### config.mk
export PLATFORM = sky130hd
export DESIGN_NAME = imm_decode_stage
export DESIGN_NICKNAME = d
export VERILOG_FILES = /design/src/rtl/imm_pkg.sv /design/src/rtl/imm_extend.sv /design/src/rtl/imm_decode_stage.sv
export SDC_FILE = /design/constraint.sdc
export NUM_CORES = 1
export LEC_CHECK = 0
export CORE_ASPECT_RATIO = 0.6
export CORE_UTILIZATION = 48
export CTS_BUF_LIST = sky130_fd_sc_hd__clkbuf_4 sky130_fd_sc_hd__clkbuf_8
export DETAILED_ROUTE_END_ITERATION = 8
export PLACE_DENSITY = 0.82
export RECOVER_POWER = 25
export SYNTH_ARGS = -nofsm -noshare
export SYNTH_HDL_FRONTEND = slang
export SYNTH_SLANG_ARGS = --single-unit
### constraint.sdc
create_clock -name clk -period 7.47 [get_ports clk]
set_input_delay 1.494 -clock clk [delete_from_list [all_inputs] [get_ports clk]]
set_output_delay 1.494 -clock clk [all_outputs]
set_load 0.05 [all_outputs]
### src/rtl/imm_pkg.sv
// Shared definitions for the immediate-generation stage: format codes, FSM
// states, RISC-V major opcodes and the classify/extend helpers.
package imm_pkg;

   typedef enum logic [2:0] {
      FMT_I    = 3'd0,
      FMT_S    = 3'd1,
      FMT_B    = 3'd2,
      FMT_U    = 3'd3,
      FMT_J    = 3'd4,
      FMT_R    = 3'd5,
      FMT_NONE = 3'd7
   } fmt_e;

   typedef enum logic [1:0] {
      ST_EMPTY = 2'd0,
      ST_ONE   = 2'd1,
      ST_TWO   = 2'd2
   } state_e;

   localparam logic [6:0] OP_LOAD   = 7'b0000011;
   localparam logic [6:0] OP_IMM    = 7'b0010011;
   localparam logic [6:0] OP_JALR   = 7'b1100111;
   localparam logic [6:0] OP_SYSTEM = 7'b1110011;
   localparam logic [6:0] OP_STORE  = 7'b0100011;
   localparam logic [6:0] OP_BRANCH = 7'b1100011;
   localparam logic [6:0] OP_AUIPC  = 7'b0010111;
   localparam logic [6:0] OP_LUI    = 7'b0110111;
   localparam logic [6:0] OP_JAL    = 7'b1101111;
   localparam logic [6:0] OP_OP     = 7'b0110011;
   localparam logic [6:0] OP_IMM32  = 7'b0011011;
   localparam logic [6:0] OP_OP32   = 7'b0111011;

   function automatic fmt_e classify(input logic [31:0] instr, input logic rv64);
      fmt_e f;
      f = FMT_NONE;
      case (instr[6:0])
         OP_LOAD, OP_IMM, OP_JALR, OP_SYSTEM: f = FMT_I;
         OP_STORE:                            f = FMT_S;
         OP_BRANCH:                           f = FMT_B;
         OP_AUIPC, OP_LUI:                    f = FMT_U;
         OP_JAL:                              f = FMT_J;
         OP_OP:                               f = FMT_R;
         OP_IMM32:                            f = rv64 ? FMT_I : FMT_NONE;
         OP_OP32:                             f = rv64 ? FMT_R : FMT_NONE;
         default:                             f = FMT_NONE;
      endcase
      return f;
   endfunction

   // Every format takes its sign from instr[31], so a 32-bit result widened
   // by replicating bit 31 is correct for any XLEN.
   function automatic logic [31:0] extend(input logic [31:0] instr, input fmt_e fmt);
      logic [31:0] imm;
      imm = 32'b0;
      case (fmt)
         FMT_I: imm = {{20{instr[31]}}, instr[31:20]};
         FMT_S: imm = {{20{instr[31]}}, instr[31:25], instr[11:7]};
         FMT_B: imm = {{19{instr[31]}}, instr[31], instr[7], instr[30:25], instr[11:8], 1'b0};
         FMT_J: imm = {{11{instr[31]}}, instr[31], instr[19:12], instr[20], instr[30:21], 1'b0};
         FMT_U: imm = {instr[31:12], 12'b0};
         default: imm = 32'b0;
      endcase
      return imm;
   endfunction

endpackage

### src/rtl/imm_extend.sv
// Combinational classifier and immediate extender for one instruction word.
module imm_extend
   import imm_pkg::*;
#(
   parameter int XLEN = 32
) (
   input  logic [31:0]     instr,
   output logic [XLEN-1:0] imm,
   output logic [2:0]      fmt,
   output logic            illegal
);

   fmt_e        fmt_c;
   logic [31:0] imm32;

   assign fmt_c   = classify(instr, XLEN == 64);
   assign imm32   = extend(instr, fmt_c);
   assign fmt     = fmt_c;
   assign illegal = (fmt_c == FMT_NONE);

   generate
      if (XLEN == 64) begin : g_rv64
         assign imm = {{32{imm32[31]}}, imm32};
      end else begin : g_rv32
         assign imm = imm32;
      end
   endgenerate

endmodule

### src/rtl/imm_decode_stage.sv
// Registered immediate-generation stage: valid/ready pipeline register with an
// optional skid entry, flush, and a saturating illegal-opcode counter.
module imm_decode_stage
   import imm_pkg::*;
#(
   parameter int XLEN  = 32,
   parameter bit SKID  = 1,
   parameter int CNT_W = 16
) (
   input  logic             clk,
   input  logic             reset,
   input  logic             flush,
   input  logic             in_valid,
   output logic             in_ready,
   input  logic [31:0]      in_instr,
   input  logic [XLEN-1:0]  in_pc,
   output logic             out_valid,
   input  logic             out_ready,
   output logic [31:0]      out_instr,
   output logic [XLEN-1:0]  out_pc,
   output logic [XLEN-1:0]  out_imm,
   output logic [2:0]       out_fmt,
   output logic             out_illegal,
   output logic [CNT_W-1:0] illegal_cnt
);

   state_e            state_reg, state_next;
   logic [XLEN-1:0]   ext_imm;
   logic [2:0]        ext_fmt;
   logic              ext_illegal;
   logic [31:0]       main_instr_reg, skid_instr_reg;
   logic [XLEN-1:0]   main_pc_reg, skid_pc_reg;
   logic [XLEN-1:0]   main_imm_reg, skid_imm_reg;
   logic [2:0]        main_fmt_reg, skid_fmt_reg;
   logic              main_ill_reg, skid_ill_reg;
   logic [CNT_W-1:0]  cnt_reg;
   logic              accept, drain, load_main, load_skid, promote;

   imm_extend #(.XLEN(XLEN)) u_extend (
      .instr   (in_instr),
      .imm     (ext_imm),
      .fmt     (ext_fmt),
      .illegal (ext_illegal)
   );

   assign accept    = in_valid && in_ready;
   assign out_valid = (state_reg != ST_EMPTY);
   assign drain     = out_valid && out_ready;

   always_comb begin
      state_next = state_reg;
      load_main  = 1'b0;
      load_skid  = 1'b0;
      promote    = 1'b0;
      if (flush) begin
         state_next = ST_EMPTY;
      end else begin
         case (state_reg)
            ST_EMPTY: if (accept) begin
               state_next = ST_ONE;
               load_main  = 1'b1;
            end
            ST_ONE: begin
               if (accept && drain) begin
                  load_main = 1'b1;
               end else if (accept) begin
                  state_next = ST_TWO;
                  load_skid  = 1'b1;
               end else if (drain) begin
                  state_next = ST_EMPTY;
               end
            end
            ST_TWO: if (drain) begin
               state_next = ST_ONE;
               promote    = 1'b1;
            end
            default: state_next = ST_EMPTY;
         endcase
      end
   end

   always_ff @(posedge clk or posedge reset) begin
      if (reset) state_reg <= ST_EMPTY;
      else       state_reg <= state_next;
   end

   // With a skid entry in_ready is a flop; without one it must look through
   // to out_ready so a full register can still take a new entry while draining.
   generate
      if (SKID) begin : g_skid
         logic in_ready_reg;
         always_ff @(posedge clk or posedge reset) begin
            if (reset) in_ready_reg <= 1'b1;
            else       in_ready_reg <= (state_next != ST_TWO);
         end
         assign in_ready = in_ready_reg;
      end else begin : g_single
         assign in_ready = (state_reg == ST_EMPTY) || out_ready;
      end
   endgenerate

   always_ff @(posedge clk or posedge reset) begin
      if (reset) begin
         main_instr_reg <= '0;
         main_pc_reg    <= '0;
         main_imm_reg   <= '0;
         main_fmt_reg   <= 3'd7;
         main_ill_reg   <= 1'b0;
         skid_instr_reg <= '0;
         skid_pc_reg    <= '0;
         skid_imm_reg   <= '0;
         skid_fmt_reg   <= 3'd7;
         skid_ill_reg   <= 1'b0;
      end else begin
         if (load_main) begin
            main_instr_reg <= in_instr;
            main_pc_reg    <= in_pc;
            main_imm_reg   <= ext_imm;
            main_fmt_reg   <= ext_fmt;
            main_ill_reg   <= ext_illegal;
         end else if (promote) begin
            main_instr_reg <= skid_instr_reg;
            main_pc_reg    <= skid_pc_reg;
            main_imm_reg   <= skid_imm_reg;
            main_fmt_reg   <= skid_fmt_reg;
            main_ill_reg   <= skid_ill_reg;
         end
         if (load_skid) begin
            skid_instr_reg <= in_instr;
            skid_pc_reg    <= in_pc;
            skid_imm_reg   <= ext_imm;
            skid_fmt_reg   <= ext_fmt;
            skid_ill_reg   <= ext_illegal;
         end
      end
   end

   // Counts deliveries, so a handshake in a flush cycle still registers.
   always_ff @(posedge clk or posedge reset) begin
      if (reset) begin
         cnt_reg <= '0;
      end else if (drain && main_ill_reg && (cnt_reg != {CNT_W{1'b1}})) begin
         cnt_reg <= cnt_reg + CNT_W'(1);
      end
   end

   assign out_instr   = main_instr_reg;
   assign out_pc      = main_pc_reg;
   assign out_imm     = main_imm_reg;
   assign out_fmt     = main_fmt_reg;
   assign out_illegal = main_ill_reg;
   assign illegal_cnt = cnt_reg;

endmodule

Word-level counts from Yosys, hierarchy flattened
Index checks and enable logic that the tools add are counted.
- add/sub/neg operators: 1
- eq/ne operators: 19
- mux-type cells: 29
- reduce and logical (&&, ||, !) cells: 11
- operator list (cell ; number):
    two-way mux 32 bit ; 6
    one-hot mux 32 bit (5 select lines) ; 1
    equality test 7 bit, second input constant ; 4
    equality test 7 x 6 -> 1 bit, second input constant ; 3
    one-hot mux 3 bit (6 select lines) ; 1
    adder 16 x 1 -> 16 bit, second input constant ; 1
    inequality test 16 bit, second input constant ; 1
    equality test 7 x 5 -> 1 bit, second input constant ; 2
    two-way mux 2 bit ; 6
    two-way mux 1 bit ; 11
    equality test 7 x 2 -> 1 bit, second input constant ; 1
    equality test 3 x 2 -> 1 bit, second input constant ; 2
    equality test 3 bit, second input constant ; 2
    two-way mux 3 bit ; 2
    one-hot mux 2 bit (3 select lines) ; 1
    logical AND 1 bit ; 5
    nonzero test 2 bit ; 2
    OR reduction 4 bit ; 1
    equality test 3 x 1 -> 1 bit, second input constant ; 1
    zero test 3 bit ; 1
    equality test 2 x 1 -> 1 bit, second input constant ; 1
    equality test 2 bit, second input constant ; 1
    zero test 2 bit ; 1
    inequality test 2 bit, second input constant ; 1
    other kinds (2) ; 2
- bits in registers: 219
- input port bits: 69
- output and inout port bits: 118
- logic and storage cells: 73

Depth between registers and ports, before layout
Gate-level depths: netlist (run 1).
- depth in word-level cells: 8
- depth in mapped cells: 8
- gate-level depth less buffers: 5

Cells and area by module
A second synthesis (run 1) with hierarchy kept.
- cells, all modules: 954
- area total of the unflattened synthesis: 9760.6 um2
- by module, submodules not included (module ; times used ; cells an instance ; area an instance (um2) ; sequential area each (um2)):
    imm_decode_stage ; 1 ; 835 ; 9046.2 ; 5489.0
    imm_extend ; 1 ; 119 ; 714.4 ; 0.0

Least setup slack after synthesis (run 1)
OpenSTA, ideal clock, no wires.
- path kind: input -> register
- from: in in_instr[3]
- to: reg skid_imm_reg[12]
- setup time: 0.126 ns
- arrival: 2.689 ns
- data required time: 7.344 ns
- setup slack: 4.655 ns
- stages: 7
- path buffers: 2
- cells stage by stage: buf_4 -> and3b_1 -> and3_4 -> a21o_1 -> and2_4 -> buf_6 -> a221o_1
- longest elaborated chain between the ends: 5
- elaborated cells between the ends (all ways): 19
- those cells by class: eq/ne (14); mux (2); reduce/logical (3)
- RTL lines (element ; RTL line ; text):
    start: declaration ; imm_decode_stage.sv:15 ; input logic [31:0] in_instr,
    equality test 7 x 2 -> 1 bit, or another cell as far along ; imm_pkg.sv:37 ; case (instr[6:0])
    OR reduction 4 bit or OR reduction 2 bit (tied branches) ; imm_pkg.sv:37 ;
    one-hot mux 3 bit (6 select lines) * ; imm_pkg.sv:37 ;
    equality test 3 x 2 -> 1 bit, or another cell as far along ; imm_pkg.sv:56 ; case (fmt)
    one-hot mux 32 bit (5 select lines) * ; imm_pkg.sv:56 ;
    end signal: assignment ; imm_decode_stage.sv:131 ; skid_imm_reg <= ext_imm;
    end: declaration ; imm_decode_stage.sv:33 ; logic [XLEN-1:0] main_imm_reg, skid_imm_reg;
Mark *: on every way between the ends. The rest lies on a longest branch, timed or not.
A chain may end at the register's enable or synchronous reset.

Final worst setup path (run 1)
- from: in out_ready
- to: reg main_imm_reg[4], in the netlist out_imm[4]
- longest elaborated chain between the ends: 6
- elaborated cells between the ends (all ways): 10
- those cells by class: mux (7); reduce/logical (3)
- RTL lines (element ; RTL line ; text):
    start: declaration ; imm_decode_stage.sv:18 ; input logic out_ready,
    logical AND 1 bit * ; imm_decode_stage.sv:48 ; assign drain = out_valid && out_ready;
    logical AND 1 bit ; imm_decode_stage.sv:64 ; if (accept && drain) begin
    two-way mux 1 bit ; imm_decode_stage.sv:64 ;
    one-hot mux 1 bit (2 select lines) ; imm_decode_stage.sv:58 ; case (state_reg)
    two-way mux 1 bit ; imm_decode_stage.sv:55 ; if (flush) begin
    two-way mux 32 bit or nonzero test 2 bit (tied branches) ; -- ;
    end signal: assignment ; imm_decode_stage.sv:118 ; main_imm_reg <= ext_imm;
    end signal: assignment ; imm_decode_stage.sv:124 ; main_imm_reg <= skid_imm_reg;
    end: declaration ; imm_decode_stage.sv:33 ;
Marked as above.

==> qor.yml, run 1 <==
row_count: 39
synth_area_leaders: "dfrtp_1, nand2_1, a22oi_1"
io_pins: 187
finalWirelength_um: 24900
synth_edf_count: 0
cp_max_fo: 77
status: "complete, but fails checks"
critical_path_class: "primary input to register"
die_w_um: 182
cts_setup_buffers: 0
syn_nets: 1036
design_area_um2: 12000
clk_latency_ns: 0.51
yosysTopAreaCell: "dfrtp_1"
start_kind: "primary input"
critPathRequiredTime_ns: 7.86
syn-cell-area_um2: 9350
diodes: 0
place_area_um2: 11300
rr_worst_depth: 6
grt_max_degree: 173
max_freq_mhz: 236
die_h_um: 110
synthArstFlopShare_pct: 100
placedCellCount: 1344
start_util_pct: 49.1
stdcell_count: 1399
cts-buffers-inserted: 34
tightestPinTransition_ns: 2.07
final.setup.worst_slack_ns: 3.24
drv_slew: 48
wl_per_cell_um: 17.8
hold_end: "out_instr[17]"
gp_congestion: 0.849
dpl.hpwl_um: 15900
cts-resized-gates: 0
crit_arrival_ns: 4.62
yosys_register_bits: 219
cap_violations: 1
hold_start: "out_instr[17]"
post_synth_num_cell_types: 54
p_per_area_nw_per_um2: 285
drive_above_1_share_pct: 7.29
overflow: 0
vias_per_cell: 5.63
ys.warnings.count: 0
cts_buffer_depth: 3
drtPass1Iterations: 7
leakage_nw: 5.74
portBuffers: 186
yosysSeqAreaShare_pct: 58.7
num_vias: 7876
finalSetupTns_ns: 0
yosysTopAreaCellShare_pct: 56.8
antenna_found_initial: 0
synthFlopType: "dfrtp_1"
clkSinkCount: 219
grt_pass1_wl_um: 39700
drt-initial-drc-count: 760
setup-violations-final: 0
route.detailed.drc: 0
peakVddDrop_v: 0.000187
rrSetupSlack_ns: 4.36
postRouteAntennaNets: 0
fin_crit_sh_pct: 56.6
cts_root_buf: "clkbuf_8"
htreeDepth: 2
finalHoldViolCount: 0
die-area_um2: 20000
avgSynthCellArea_um2: 9.67
reg2reg_to: "skid_imm_reg[13]"
holdPathStages: 2
min-delay-path-class: "register to register"
fp.coreArea_um2: 19000
skew_ns: 0.0363
track_usage_pct: 24.9
clkTransAtPathRegs_ns: 0.06
nets: 1204
rsz0062_at_grt: "no"
syn_to_final_growth_pct: 28.2
cts_hold_buf: 0
syn_inst: 966
cts_tree: "done"
relSlewSlack_pct: -38.7
cp-end-kind: "register"
grt_pass1_vias: 7424
timing.rr.start: "in_ready"
pre_cts_slack_ns: 2.91
fin_crit_ns: 4.23
violations: "max-capacitance violations, max-slew violations"
[through the flow]
stage	hold WS, ns	util (%)	power [mW]
2_1_floorplan	0.447	-	2.09
3_3_place_gp	0.452	59.4	2.39
3_5_place_dp	0.462	59.4	2.42
4_1_cts	0.478	63.0	3.44
5_1_grt	0.486	62.9	3.57
6_report	0.468	62.9	3.41
[routing by layer]
layer	vias up	share of wire, %	global-route usage, %
li1	3622	-	-
met1	3875	47	37.6
met2	352	43	35.7
met3	27	9.2	6.80
met4	0	1.2	5.22
met5	-	0	0
[worst max path at each step]
| stage | startpoint | to | slack [ns] |
|---|---|---|---|
| after global routing | out_ready | out_imm[31] | 3.02 |
| after detailed placement | flush | skid_imm_reg[13] | 2.91 |
| final | out_ready | out_imm[4] | 3.24 |
| after global placement | flush | skid_imm_reg[21] | 3.05 |
| after floorplan | reset | illegal_cnt[0] | 3.13 |
| after CTS | flush | skid_imm_reg[13] | 3.40 |
[worst max-delay path, cell delays in order]
cell	delay [ns]
dlygate4sd3_1	0.63
nor2b_1	0.45
nor4_4	0.07
buf_4	0.37
nor2_4	0.72
buf_4	0.55
a22oi_1	0.15
o21ai_0	0.12
[cells in the final DEF (no fill, tap or decap), types with 10 or more instances in the layout]
| cell | netlist | final |
|---|---|---|
| dfrtp_1 | 212 | 212 |
| inv_1 | 12 | 11 |
| a22oi_1 | 75 | 75 |
| xnor2_1 | 12 | 12 |
| nand4_1 | 17 | 17 |
| clkdlybuf4s50_1 | 0 | 129 |
| nor2_1 | 28 | 27 |
| clkbuf_4 | 0 | 10 |
| nand3_1 | 17 | 17 |
| nand2_1 | 363 | 362 |
| a21oi_1 | 19 | 19 |
| dlygate4sd3_1 | 0 | 57 |
| a221o_1 | 14 | 14 |
| o21ai_0 | 31 | 32 |
| clkbuf_8 | 0 | 43 |
[area by class of cell]
class	count	area (um^2)
inverters	12	46.3
multi-input cells	673	3520
clock inverters	2	12.5
fillers	1536	7050
repair buffers	194	1930
flip-flops and latches	219	5490
clock buffers	53	667
well taps	246	308
[logic make-up after synthesis]
family / count (synthesis) / share of synthesized area, %
AO/OA/AOI/OAI: 173 / 13.1
XOR/XNOR: 15 / 1.41
adder cells (fa/ha/maj): 1 / 0.134
buffers and inverters: 74 / 3.74
flip-flops: 219 / 58.7
multiplexers: 10 / 1.08
AND/OR/NAND/NOR: 474 / 21.8
[cells in the mapped netlist, types with 2 or more instances]
library cell  number
a21oi_1           19
a221o_1           14
a221oi_1           4
a22o_1             6
a22oi_1           75
a31oi_1            5
and2_1             6
and3_1             9
and4_1             4
buf_1              7
buf_2             24
buf_4              5
buf_6              3
clkbuf_1          23
dfrtp_1          212
dfstp_2            7
inv_1             12
mux2i_1            9
nand2_1          363
nand2b_1           6
nand3_1           17
nand4_1           17
nand4b_1           2
nor2_1            28
nor3_1             5
nor3b_2            2
o21ai_0           31
o221ai_1           8
o22ai_1            3
or3_1              3
xnor2_1           12
xor2_1             3
[where the power goes]
group | switching [mW] | internal [mW]
sequential | 0.137 | 1.41
combinational | 0.563 | 0.276
clock | 0.459 | 0.563
Note: power is estimated with default switching activity, not from simulation.
==> inputs of run 2 (changes only) <==
- CORE_UTILIZATION: 48 -> 53
- PLACE_DENSITY: 0.82 -> 0.86
- clock period: 7.47 -> 3.9 ns (I/O delays scaled with it)
==> qor.yml, run 2 (synthesized netlist as in run 1, its figures left out) <==
design_area_um2: 12100
clkSinkCount: 219
place_area_um2: 11400
rrSetupSlack_ns: 1.25
reg2reg_to: "skid_imm_reg[31]"
cts_setup_buffers: 0
critical_path_class: "primary input to register"
status: "complete, but fails checks"
crit_arrival_ns: 3.33
cap_violations: 1
cts-buffers-inserted: 34
dpl.hpwl_um: 16400
peakVddDrop_v: 0.000325
tightestPinTransition_ns: 1.77
cts-resized-gates: 0
antenna_found_initial: 0
postRouteAntennaNets: 0
grt_max_degree: 101
seqCellArea_um2: 5490
final.setup.worst_slack_ns: 0.935
grt_pass1_vias: 7611
nets: 1210
row_count: 37
die_w_um: 173
fin_crit_ns: 2.96
relSlewSlack_pct: -18.4
holdPathStages: 2
layout_common_cells: "nand2_1, dfrtp_1, clkdlybuf4s50_1"
cp_max_fo: 50
grt_pass1_wl_um: 40400
track_usage_pct: 27.7
start_util_pct: 54.4
die-area_um2: 18200
diodes: 0
timing.rr.start: "in_ready"
pre_cts_slack_ns: 0.612
rr_worst_depth: 7
finalSetupTns_ns: 0
drv_slew: 37
finalWirelength_um: 25000
cts_hold_buf: 0
multi_input_area_um2: 3530
drt-initial-drc-count: 879
start_kind: "primary input"
hold_start: "out_instr[31]"
drtPass1Iterations: 6
min-delay-path-class: "register to register"
num_vias: 7946
overflow: 0
p_per_area_nw_per_um2: 554
hold_end: "out_instr[31]"
cts_buffer_depth: 3
syn_to_final_growth_pct: 29.9
leakage_nw: 5.73
skew_ns: 0.0189
clkTransAtPathRegs_ns: 0.06
cts_tree: "done"
fp.coreArea_um2: 17200
rsz0062_at_grt: "no"
fin_crit_sh_pct: 76.0
gp_congestion: 0.864
cts_root_buf: "clkbuf_8"
clk_latency_ns: 0.50
drive_above_1_share_pct: 8.40
setup-violations-final: 0
io_pins: 187
finalHoldViolCount: 0
route.detailed.drc: 0
vias_per_cell: 5.68
nFillCells: 1293
htreeDepth: 2
layout_commonest_cell: "nand2_1"
wl_per_cell_um: 17.9
max_freq_mhz: 337
portBuffers: 186
violations: "max-capacitance violations, max-slew violations"
critPathRequiredTime_ns: 4.26
die_h_um: 105
cp-end-kind: "register"
==> run 2: critical path, cell delays in order <==
cell and delay (ns):
dlygate4sd3_1 0.56, nand2_1 0.16, nor3_1 0.56, nand2_4 0.45
buf_4 0.39, buf_4 0.24, nand2_1 0.07, o21ai_0 0.07
==> run 2: worst max-delay path by stage <==
stage	start	endpoint	slack [ns]	cells past startpoint
2_1_floorplan	reset	illegal_cnt[0]	0.27	1
3_3_place_gp	flush	skid_ill_reg	0.69	7
3_5_place_dp	in_valid	skid_fmt_reg[0]	0.61	7
4_1_cts	state_reg[1]	out_valid	1.10	2
5_1_grt	reset	out_instr[5]	0.68	3
6_report	in_valid	skid_imm_reg[31]	0.94	8
==> run 2: through the flow <==
| stage | power, mW | std cells | util, % | hold WS (ns) |
|---|---|---|---|---|
| after floorplan | 4.01 | 966 | - | 0.447 |
| after detailed placement | 4.65 | 1338 | 66.3 | 0.462 |
| after global routing | 7.03 | 1400 | 70.7 | 0.489 |
| after global placement | 4.59 | 1338 | 66.3 | 0.454 |
| final | 6.72 | 1400 | 70.7 | 0.470 |
| after CTS | 6.76 | 1400 | 70.8 | 0.476 |
==> run 2: area by class of cell <==
type / instances / area share [%]
timing repair buffer: 200 / 16.6
tap: 234 / 2.41
sequential: 219 / 45.2
clock buffer: 58 / 6.16
inverter: 12 / 0.381
clock inverter: 4 / 0.196
multi-input combinational: 673 / 29.1
==> run 2: power breakdown <==
part | internal (mW) | total, mW | leakage [nW] | switching (mW)
clock | 1.21 | 2.11 | 0.412 | 0.895
sequential | 2.70 | 2.97 | 2.81 | 0.270
combinational | 0.566 | 1.65 | 2.51 | 1.08
total | 4.48 | 6.72 | 5.73 | 2.25
==> run 2: layer usage <==
layer	track usage, %	vias up	wire length (um)
li1	-	3648	-
met1	42.1	3903	11500
met2	39.6	372	10800
met3	7.46	23	2510
met4	5.75	0	235
met5	0	-	0
==> inputs of run 3 (changes only) <==
- CORE_UTILIZATION: 53 -> 48
- PLACE_DENSITY: 0.86 -> 0.82
- clock period: 3.9 -> 2.6 ns (I/O delays scaled with it)
==> qor.yml, run 3 (synthesized netlist as in run 1, its figures left out) <==
fin_crit_ns: 2.39
die_w_um: 182
io_pins: 187
critPathLaunch: "out_fmt[1]"
layout_common_cells: "nand2_1, dfrtp_1, clkdlybuf4s50_1"
grt_pass1_wl_um: 41100
clockPowerShare_pct: 30.6
leakage_nw: 5.90
fp.coreArea_um2: 19000
clkSinkCount: 219
max_freq_mhz: 418
antenna_found_initial: 0
clkTransAtPathRegs_ns: 0.06
drt-initial-drc-count: 601
start_kind: "register"
portBuffers: 186
cp-end-kind: "output port"
final_core_util_pct: 65.2
worstPathCellList: "clkdlybuf4s50_1"
timing.rr.start: "state_reg[1]"
overflow: 0
cp_top_family: "buffers and inverters"
nFillCells: 1502
cts-buffers-inserted: 34
track_usage_pct: 26.0
route.detailed.drc: 0
critPathRequiredTime_ns: 2.08
placedCellCount: 1382
cts_buffer_depth: 3
finalWirelength_um: 25500
fin_crit_sh_pct: 92.0
worstSetupPathDepth: 1
row_count: 39
status: "finished clean"
cts_tree: "done"
crit_path_end: "out_fmt[1]"
reg2reg_to: "out_imm[10]"
switching_share_pct: 33.4
cpPeakStageDelay_ns: 0.81
p_switching_mw: 3.35
fin_total_pwr_mw: 10.0
syn_to_final_growth_pct: 32.7
clk_latency_ns: 0.50
p_comb_share_pct: 25.0
drive_above_1_share_pct: 10.6
layout_commonest_cell: "nand2_1"
critPathBufInv: 1
critical_path_class: "register to output port"
grt_max_degree: 128
p_per_area_nw_per_um2: 808
cts_setup_buffers: 0
num_vias: 7996
vias_per_cell: 5.55
power_frac_seq_pct: 44.4
stdcell_count: 1440
cp_slowest_cell: "clkdlybuf4s50_1"
start_util_pct: 49.1
skew_ns: 0.0215
grt_pass1_vias: 7691
cp_max_fo: 2
nets: 1242
internal_power_mw: 6.67
diodes: 0
relSlewSlack_pct: 17.0
finalHoldViolCount: 0
cap_violations: 0
setup-violations-final: 0
rsz0062_at_grt: "no"
rr_worst_depth: 4
finalSetupTns_ns: 0
gp_congestion: 0.846
dpl.hpwl_um: 17200
min-delay-path-class: "register to register"
die-area_um2: 20000
tightestPinTransition_ns: 1.24
drv_slew: 0
crit_arrival_ns: 1.87
postRouteAntennaNets: 0
wl_per_cell_um: 17.7
peakVddDrop_v: 0.000564
die_h_um: 110
rrSetupSlack_ns: 0.65
cts_root_buf: "clkbuf_8"
htreeDepth: 2
drtPass1Iterations: 6
[run 3: worst min path at each step]
| stage | from | slack [ns] | endpoint | depth (start not counted) |
|---|---|---|---|---|
| finish | out_instr[31] | 0.47 | out_instr[31] | 2 |
| global route | out_instr[4] | 0.49 | out_instr[4] | 2 |
| CTS | out_instr[31] | 0.47 | out_instr[31] | 2 |
| detailed placement | out_instr[31] | 0.46 | out_instr[31] | 2 |
| global placement | out_instr[31] | 0.45 | out_instr[31] | 2 |
| floorplan | skid_instr_reg[0] | 0.45 | skid_instr_reg[0] | 2 |
[run 3: metal layers]
metal	up-vias	track usage (%)	routed length, um
met5	-	0	0
met4	0	5.94	296
met3	25	7.49	2290
met2	336	36.7	10800
met1	3932	39.1	12200
li1	3703	-	-
[run 3: final cells by class]
class / count / area [um^2] / area share, %
clock inverters: 4 / 47.5 / 0.383
flip-flops and latches: 219 / 5490 / 44.3
repair buffers: 232 / 2310 / 18.6
well taps: 246 / 308 / 2.48
clock buffers: 54 / 674 / 5.44
inverters: 12 / 46.3 / 0.373
multi-input cells: 673 / 3530 / 28.5
[run 3: power groups by stage]
stage	sequential, mW	clock [mW]	combinational [mW]
floorplan	5.30	0	0.706
global placement	4.46	0	2.46
detailed placement	4.49	0	2.52
CTS	4.44	3.12	2.53
global route	4.53	3.30	2.70
finish	4.45	3.06	2.51
[run 3: what timing repair did]
item | 4_1_cts | 5_1_grt
hold buffers | 0 | 0
gates resized for setup | 0 | 1
setup endpoints to repair | 0 | 1
[run 3: per-stage QoR]
step           hold slack (ns)  instance area, um^2  setup slack [ns]
5_1_grt                  0.491                12400             0.140
3_5_place_dp             0.458                11700            0.0523
4_1_cts                  0.472                12400            0.0268
3_3_place_gp             0.451                11700            0.0876
2_1_floorplan            0.447                 9350            -0.768
6_report                 0.468                12400             0.208
